$ cat src/rtl/wb_regfile_sb_pkg.sv
// Shared writeback-path types and sizes for the register file / scoreboard.
package wb_regfile_sb_pkg;

  localparam int unsigned D_SIZE        = 32;
  localparam int unsigned ADDR_LINE_REG = 5;
  localparam int unsigned NREG          = 2 ** ADDR_LINE_REG;

  typedef logic [ADDR_LINE_REG-1:0] reg_addr_t;
  typedef logic [D_SIZE-1:0]        reg_data_t;

  // Registered writeback triple as produced by the memory stage.
  typedef struct packed {
    logic      valid;
    reg_addr_t addr;
    reg_data_t data;
  } wb_bus_t;

endpackage

$ cat src/rtl/wb_regfile_sb_pend_cnt.sv
// Pending-write counter for one architectural register.
module sb_pend_cnt
  import wb_regfile_sb_pkg::*;
#(
  parameter int unsigned MAX_INFLIGHT = 3,
  parameter int unsigned CW           = $clog2(MAX_INFLIGHT + 1)
) (
  input  logic          clk,
  input  logic          reset,
  input  logic          inc,
  input  logic          dec,
  output logic [CW-1:0] pend,
  output logic          uflow
);

  logic [CW-1:0] pend_q, pend_d;

  always_comb begin
    pend_d = pend_q;
    if (inc && !dec) begin
      pend_d = pend_q + CW'(1);
    end else if (dec && !inc && (pend_q != '0)) begin
      pend_d = pend_q - CW'(1);
    end
  end

  always_ff @(posedge clk or posedge reset) begin
    if (reset) begin
      pend_q <= '0;
    end else begin
      pend_q <= pend_d;
    end
  end

  assign pend  = pend_q;
  assign uflow = dec && (pend_q == '0);

endmodule

$ cat src/rtl/wb_regfile_sb.sv
// MEM/WB writeback consumer: register file with write-through bypass reads
// and a per-register pending-write scoreboard driving the ID stall.
// Optional feature macro: STALL_CNT_EN (adds saturating stall_cycles output).
module wb_regfile_sb
  import wb_regfile_sb_pkg::*;
#(
  parameter int unsigned MAX_INFLIGHT = 3
) (
  input  logic                     clk,
  input  logic                     reset,
  input  logic                     wb_valid,
  input  logic [ADDR_LINE_REG-1:0] wb_addr,
  input  logic [D_SIZE-1:0]        wb_data,
  input  logic [ADDR_LINE_REG-1:0] rd_addr_a,
  input  logic [ADDR_LINE_REG-1:0] rd_addr_b,
  input  logic                     use_a,
  input  logic                     use_b,
  input  logic                     iss_valid,
  input  logic                     iss_wr,
  input  logic [ADDR_LINE_REG-1:0] iss_dest,
  output logic [D_SIZE-1:0]        rd_data_a,
  output logic [D_SIZE-1:0]        rd_data_b,
  output logic                     stall,
  output logic                     sb_err
`ifdef STALL_CNT_EN
  ,
  output logic [31:0]              stall_cycles
`endif
);

  localparam int unsigned CW = $clog2(MAX_INFLIGHT + 1);

  wb_bus_t       wb;
  reg_data_t     regs_q [NREG];
  reg_data_t     regs_d [NREG];
  logic [CW-1:0] pend   [NREG];
  logic [NREG-1:0] uflow;
  logic          wb_wr, acc, hz_a, hz_b, sat;
  logic          sb_err_q, sb_err_d;

  assign wb    = '{valid: wb_valid, addr: wb_addr, data: wb_data};
  assign wb_wr = wb.valid && (wb.addr != '0);

  always_comb begin
    regs_d = regs_q;
    if (wb_wr) begin
      regs_d[wb.addr] = wb.data;
    end
  end

  always_ff @(posedge clk or posedge reset) begin
    if (reset) begin
      for (int unsigned i = 0; i < NREG; i++) begin
        regs_q[i] <= '0;
      end
    end else begin
      regs_q <= regs_d;
    end
  end

  // R0 never written, so regs_q[0] reads back as zero.
  assign rd_data_a = (wb_wr && (wb.addr == rd_addr_a)) ? wb.data : regs_q[rd_addr_a];
  assign rd_data_b = (wb_wr && (wb.addr == rd_addr_b)) ? wb.data : regs_q[rd_addr_b];

  assign pend[0]  = '0;
  assign uflow[0] = 1'b0;

  for (genvar r = 1; r < NREG; r++) begin : g_pend
    sb_pend_cnt #(
      .MAX_INFLIGHT (MAX_INFLIGHT),
      .CW           (CW)
    ) u_cnt (
      .clk   (clk),
      .reset (reset),
      .inc   (acc && (iss_dest == ADDR_LINE_REG'(r))),
      .dec   (wb.valid && (wb.addr == ADDR_LINE_REG'(r))),
      .pend  (pend[r]),
      .uflow (uflow[r])
    );
  end

  // A last outstanding write being retired this cycle is covered by the bypass.
  always_comb begin
    hz_a  = use_a && (rd_addr_a != '0) && (pend[rd_addr_a] != '0)
            && !((pend[rd_addr_a] == CW'(1)) && wb_wr && (wb.addr == rd_addr_a));
    hz_b  = use_b && (rd_addr_b != '0) && (pend[rd_addr_b] != '0)
            && !((pend[rd_addr_b] == CW'(1)) && wb_wr && (wb.addr == rd_addr_b));
    sat   = iss_valid && iss_wr && (iss_dest != '0)
            && (pend[iss_dest] == CW'(MAX_INFLIGHT))
            && !(wb_wr && (wb.addr == iss_dest));
    stall = iss_valid && (hz_a || hz_b || sat);
    acc   = iss_valid && !stall && iss_wr && (iss_dest != '0);
  end

  always_comb begin
    sb_err_d = sb_err_q | (|uflow);
  end

  always_ff @(posedge clk or posedge reset) begin
    if (reset) begin
      sb_err_q <= 1'b0;
    end else begin
      sb_err_q <= sb_err_d;
    end
  end

  assign sb_err = sb_err_q;

`ifdef STALL_CNT_EN
  logic [31:0] stall_cycles_q, stall_cycles_d;

  always_comb begin
    stall_cycles_d = stall_cycles_q;
    if (stall && (stall_cycles_q != '1)) begin
      stall_cycles_d = stall_cycles_q + 32'd1;
    end
  end

  always_ff @(posedge clk or posedge reset) begin
    if (reset) begin
      stall_cycles_q <= '0;
    end else begin
      stall_cycles_q <= stall_cycles_d;
    end
  end

  assign stall_cycles = stall_cycles_q;
`endif

endmodule
$ cat config.mk
export PLATFORM = sky130hd
export DESIGN_NAME = wb_regfile_sb
export DESIGN_NICKNAME = d
export VERILOG_FILES = /design/src/rtl/wb_regfile_sb_pkg.sv /design/src/rtl/wb_regfile_sb_pend_cnt.sv /design/src/rtl/wb_regfile_sb.sv
export SDC_FILE = /design/constraint.sdc
export NUM_CORES = 2
export LEC_CHECK = 0
export ABC_CLOCK_PERIOD_IN_PS = 50600
export CAP_MARGIN = 20
export CORE_MARGIN = 10
export CORE_UTILIZATION = 38
export DETAILED_ROUTE_END_ITERATION = 16
export PLACE_DENSITY = 0.59
export SYNTH_ARGS = -nofsm -noshare
export SYNTH_HDL_FRONTEND = slang
export SYNTH_SLANG_ARGS = --single-unit
$ cat constraint.sdc
create_clock -name clk -period 50.6 [get_ports clk]
set_clock_uncertainty 0.15 [all_clocks]
set_input_delay 12.65 -clock clk [delete_from_list [all_inputs] [get_ports clk]]
set_output_delay 12.65 -clock clk [all_outputs]
set_load 0.01 [all_outputs]
## Word level (Yosys, flattened, before mapping)

Index checks and enable logic that the tools add are counted.

- $mul: 0
- Reduce and logical (&&, ||, !) cells: 377
- Div/mod/pow operators: 0
- Eq/ne operators: 68
- Multiplexer cells: 82
- Shift operators: 0
- Add/subtract/negate cells: 62
- $lt $le $gt $ge: 5
- Bitwise logic cells: 5

Operators by type and width:

| cell | count |
|---|---|
| $bwmux W1024 | 1 |
| $bmux W32 S5 | 2 |
| $mux W32 | 7 |
| $logic_and A1 B1 Y1 | 209 |
| $demux W32 S5 | 1 |
| $eq A5 B5 Y1 const B | 32 |
| $mux W2 | 68 |
| $reduce_bool A2 Y1 | 64 |
| $eq A5 B4 Y1 const B | 16 |
| $logic_not A1 Y1 | 66 |
| $add A2 B1 Y2 const B | 31 |
| $logic_not A2 Y1 | 31 |
| $sub A2 B1 Y2 const B | 31 |
| $eq A5 B3 Y1 const B | 8 |
| $reduce_or A31 Y1 | 1 |
| $bmux W2 S5 | 3 |
| $ge A6 B6 Y1 const B | 4 |
| $not A5 Y6 | 4 |
| $eq A5 B2 Y1 const B | 4 |
| $reduce_bool A5 Y1 | 4 |
| $eq A5 B5 Y1 | 3 |
| $eq A5 B1 Y1 const B | 2 |
| $lt A6 B1 Y1 const B | 1 |
| $eq A2 B1 Y1 const B | 2 |
| other kinds (3) | 4 |

- Bits in registers: 1087
- Memories kept: 0
- Bits in writable memories: 0
- Bits in latches: 0
- Memory bits (read-only): 0

## Depth between registers and ports, before layout

- Depth in word-level cells: 22
- Mapped depth: 15
- Gate-level depth less buffers: 9

## Modules after synthesis

Synthesis repeated with hierarchy kept, for this count alone.

- Cell total of the unflattened synthesis: 5067
- Area, all modules: 60583.1 µm²

Modules (own cells, without submodules):

| module | cells each | area each (µm²) | times used |
|---|---|---|---|
| wb_regfile_sb | 4633 | 56743.2 | 1 |
| sb_pend_cnt | 14 | 123.9 | 31 |

## Worst setup path after synthesis

OpenSTA, ideal clock, no wires.

- Path type: input to output
- Start point: input port rd_addr_a[1]
- End point: output port rd_data_a[23]
- Path slack: 22.781 ns
- Data arrival time: 15.019 ns
- Stages: 8
- Path through: clkbuf_1 > clkbuf_1 > clkbuf_1 > clkbuf_1 > mux4_2 > mux4_2 > mux2i_1 > o21ai_0

- Cells in the longest elaborated chain, start to end: 5
- Elaborated cells on any way between the ends: 7
- Classes of those cells: eq/ne (1); mux (4); bitwise (1); reduce/logical (1)

Ends and longest elaborated chain:

| what | RTL line | text |
|---|---|---|
| from (decl) | wb_regfile_sb.sv:14 | `input logic [ADDR_LINE_REG-1:0] rd_addr_a,` |
| $not A5 Y6 (implied by the code) | wb_regfile_sb.sv:62 | `assign rd_data_a = (wb_wr && (wb.addr == rd_addr_a)) ? wb.data : regs_q[rd_addr_a];` |
| $bmux W32 S5 | wb_regfile_sb.sv:62 |  |
| $mux W32 (implied by the code) (2 in a row) | wb_regfile_sb.sv:62 |  |
| $mux W32 (*) | wb_regfile_sb.sv:62 |  |
| to (decl) | wb_regfile_sb.sv:21 | `output logic [D_SIZE-1:0] rd_data_a,` |

Every way passes the cells marked *; elsewhere a longest branch is shown, timed or not. The select of a mux whose other input is x is not followed.

## Worst setup path after layout

- Start point: input port rd_addr_b[0]
- End point: output port rd_data_b[0]

- Cells in the longest elaborated chain, start to end: 5
- Elaborated cells on any way between the ends: 7
- Classes of those cells: eq/ne (1); mux (4); bitwise (1); reduce/logical (1)

Ends and longest elaborated chain:

| what | RTL line | text |
|---|---|---|
| from (decl) | wb_regfile_sb.sv:15 | `input logic [ADDR_LINE_REG-1:0] rd_addr_b,` |
| $not A5 Y6 (implied by the code) | wb_regfile_sb.sv:63 | `assign rd_data_b = (wb_wr && (wb.addr == rd_addr_b)) ? wb.data : regs_q[rd_addr_b];` |
| $bmux W32 S5 | wb_regfile_sb.sv:63 |  |
| $mux W32 (implied by the code) (2 in a row) | wb_regfile_sb.sv:63 |  |
| $mux W32 (*) | wb_regfile_sb.sv:63 |  |
| to (decl) | wb_regfile_sb.sv:22 | `output logic [D_SIZE-1:0] rd_data_b,` |

Marks and branches as above.

==> out/qor.yml <==
flow_run:
  drv_cap: 0
cts:
  cts.sinks: 1087
  cts_buffers: 115
  clkLatencyLatePin_ps: 760
  cts-resized-gates: 0
  clock_path_buffers: 3
  clock-root-buffer: "clkbuf_16"
  tritoncts: "built"
  path_clk_slew_ps: 60
  hold_buffers: 0
  post_cts_buffers: 0
  cts_max_level: 3
synthesis:
  synth-seq-cells: 1087
  async_reset_ff_frac: 1.00
  synth_area_leaders: "dfrtp_1 45%, mux4_2 25%, mux2_2 13%"
  syn-cell-area_um2: 60100
  ys_types: 69
  ys_seq_area_frac: 0.452
  synth_edf_count: 0
  synth_nets: 4622
  yosys.area.top_type: "dfrtp_1"
  avgSynthCellArea_um2: 13.2
  syn_inst: 4563
  synth_top_cell_area_share: 0.452
  yosys-top-cells-count: "1087 x dfrtp_1, 1000 x nand2_1, 706 x mux2_2"
  synth_warnings: 0
  synth.most_common_cell: "dfrtp_1"
  ys.flop_type: "dfrtp_1"
critical_path:
  worst-path-buf-inv: 4
  r2r_slack_ps: 46750
  worstReg2RegEnd: "g_pend[16].u_cnt.pend[0]"
  cpMaxStageDelayCell: "buf_4"
  r2r_cells: 10
  startpoint_type: "input port"
  path_cells: "buf_8, buf_4, buf_4, mux4_2, mux4_2, mux2i_1, o21ai_0, clkdlybuf4s50_1"
  crit_path_start: "rd_addr_b[0]"
  cp_max_fo: 52
  arrival_ps: 17360
  crit_type: "input port to primary output"
  worst_path_largest_cell_delay_ps: 910
  cp-end-kind: "primary output"
  cp.depth: 8
  crit_required_ps: 37800
  cp_top_family: "buffers and inverters"
  setup.worst_path.end: "rd_data_b[0]"
  regToRegStartpoint: "g_pend[28].u_cnt.pend[1]"
layout:
  ff_latch_area_um2: 27200
  area_growth_syn_to_layout_pct: 12.1
  nets: 4515
  stdcell_area_um2: 67400
  drive_gt1_frac: 0.390
  fill_cells: 14231
  multi_input_area_um2: 31300
  stdcell_count: 6612
floorplan:
  rows: 145
  pin_count: 125
  initial_core_util: 0.384
  die-height_um: 418
  die_w_um: 418
  die_area_um2: 175000
  core_um2: 157000
global_route:
  antenna_found_initial: 2
  grt_first_pass_wirelength_um: 293000
  grt-ovfl-total: 0
  first_global_vias: 41223
  grt_use_total: 0.226
  grt_start_max_net_pins: 137
timing:
  fin_setup_tns_ps: 0
  finalCritPeriodShare: 0.596
  worst_pin_slew_ps: 1190
  drv_slew: 0
  finalHoldViolations: 0
  fmax_mhz: 33.2
  relSlewSlack: 0.208
  fin_crit_ps: 30160
  rsz0062_at_grt: "no"
  hold_ws_ps: 246
  setup_viol: 0
drt:
  drt-wirelength-per-cell_um: 30.1
  wirelength_um: 199000
  ant_nets: 0
  drtIter0Drc: 4185
  via_per_inst: 6.16
  dr.pass1.iters: 5
  dr_total_vias: 40741
  drc: 0
outcome:
  status: "complete, no violations"
place:
  place_hpwl_um: 108000
  placed_cell_area_um2: 63200
  io_buffers: 124
  placed_cells: 6385
  place_congestion: 0.861
pwr:
  power.total_mw: 2.61
  leakage_nw: 28.8
  vdd_drop_max_uv: 29.5
  power_density_nw_per_um2: 38.7
hold_path:
  worstHoldPathType: "flip-flop to flip-flop"
  min_from: "regs_q[1005]"
worst reg2reg max path, cell delays in order (launching register included):
cell       delay, ps
dfrtp_1          490
nand3b_1         150
a22oi_1          210
nand4_1          110
a2111oi_0        760
o31ai_2          150
o2111ai_4        120
buf_4            770
nor3_2           200
or3b_2           500
a22oi_1          150
sequential cells by signal (all words and copies together), names as in the netlist:
register           cells
regs_q              1024
g_pend.u_cnt.pend     62
sb_err                 1
cells by family after synthesis:
kind of cell              synth area share
DFF                                  0.452
buffers and inverters               0.0319
xor gates and xnor gates           0.00481
AOI/OAI and AO/OA                   0.0255
muxes                                0.395
and+or+nand+nor                     0.0898
cell type report:
cell class              instances  share of cell area
repair buffers                244              0.0355
inverters                      12            0.000798
diodes                          1           0.0000371
multi-input cells            2996               0.464
clock inverters                42             0.00783
well taps                    2058              0.0382
flip-flops and latches       1087               0.404
clock buffers                 172              0.0502
per-layer routing:
layer	vias to the layer above	track usage	wire, um
li1	16653	-	-
met1	21813	0.291	78800
met2	1777	0.372	96300
met3	494	0.0383	14000
met4	4	0.104	10000
met5	-	0	27
power breakdown:
group	switching, mW	internal [mW]	leakage, nW	total, mW
combinational	0.228	0.334	12.9	0.562
clock	0.377	0.508	1.90	0.885
sequential	0.132	1.03	14.0	1.16
how the worst min path moves through the flow:
stage                              end  slack, ps  cells past startpoint
after floorplan           regs_q[1000]        290                      1
after global placement    regs_q[1007]        230                      0
after detailed placement   regs_q[997]        230                      0
after CTS                  regs_q[997]        250                      0
after global routing      regs_q[1006]        260                      0
final                     regs_q[1005]        250                      0
stage by stage:
step | setup WS [ps] | util
2_1_floorplan | 7200 | -
3_3_place_gp | 20370 | 0.403
3_5_place_dp | 20320 | 0.403
4_1_cts | 20320 | 0.428
5_1_grt | 20060 | 0.430
6_report | 20440 | 0.430
cell usage in the layout, fill, tap and decap left out, drive strengths merged, types with 5 or more instances in the layout:
cell type / synthesis / layout
or3b: 8 / 8
mux2: 707 / 707
buf: 94 / 126
o31ai: 9 / 9
dfrtp: 1087 / 1087
a21oi: 42 / 42
bufinv: 0 / 9
o21ai: 85 / 85
clkbuf: 374 / 175
or3: 10 / 10
o211ai: 12 / 12
a22oi: 21 / 21
clkdlybuf4s50: 0 / 115
or2: 8 / 8
o2bb2ai: 7 / 7
clkinvlp: 0 / 9
nor3: 54 / 54
mux2i: 81 / 81
xnor2: 21 / 21
nor2b: 8 / 8
a211oi: 6 / 6
xor2: 12 / 12
a31oi: 6 / 6
mux4: 666 / 666
inv: 12 / 14
nor2: 86 / 86
nand2b: 7 / 7
nand4: 5 / 5
nor4: 29 / 29
a2111oi: 7 / 7
nand3b: 19 / 19
and2: 10 / 10
nand2: 1000 / 1000
clkinv: 0 / 22
nand3: 22 / 22
Note: power is estimated with default switching activity, not from simulation.
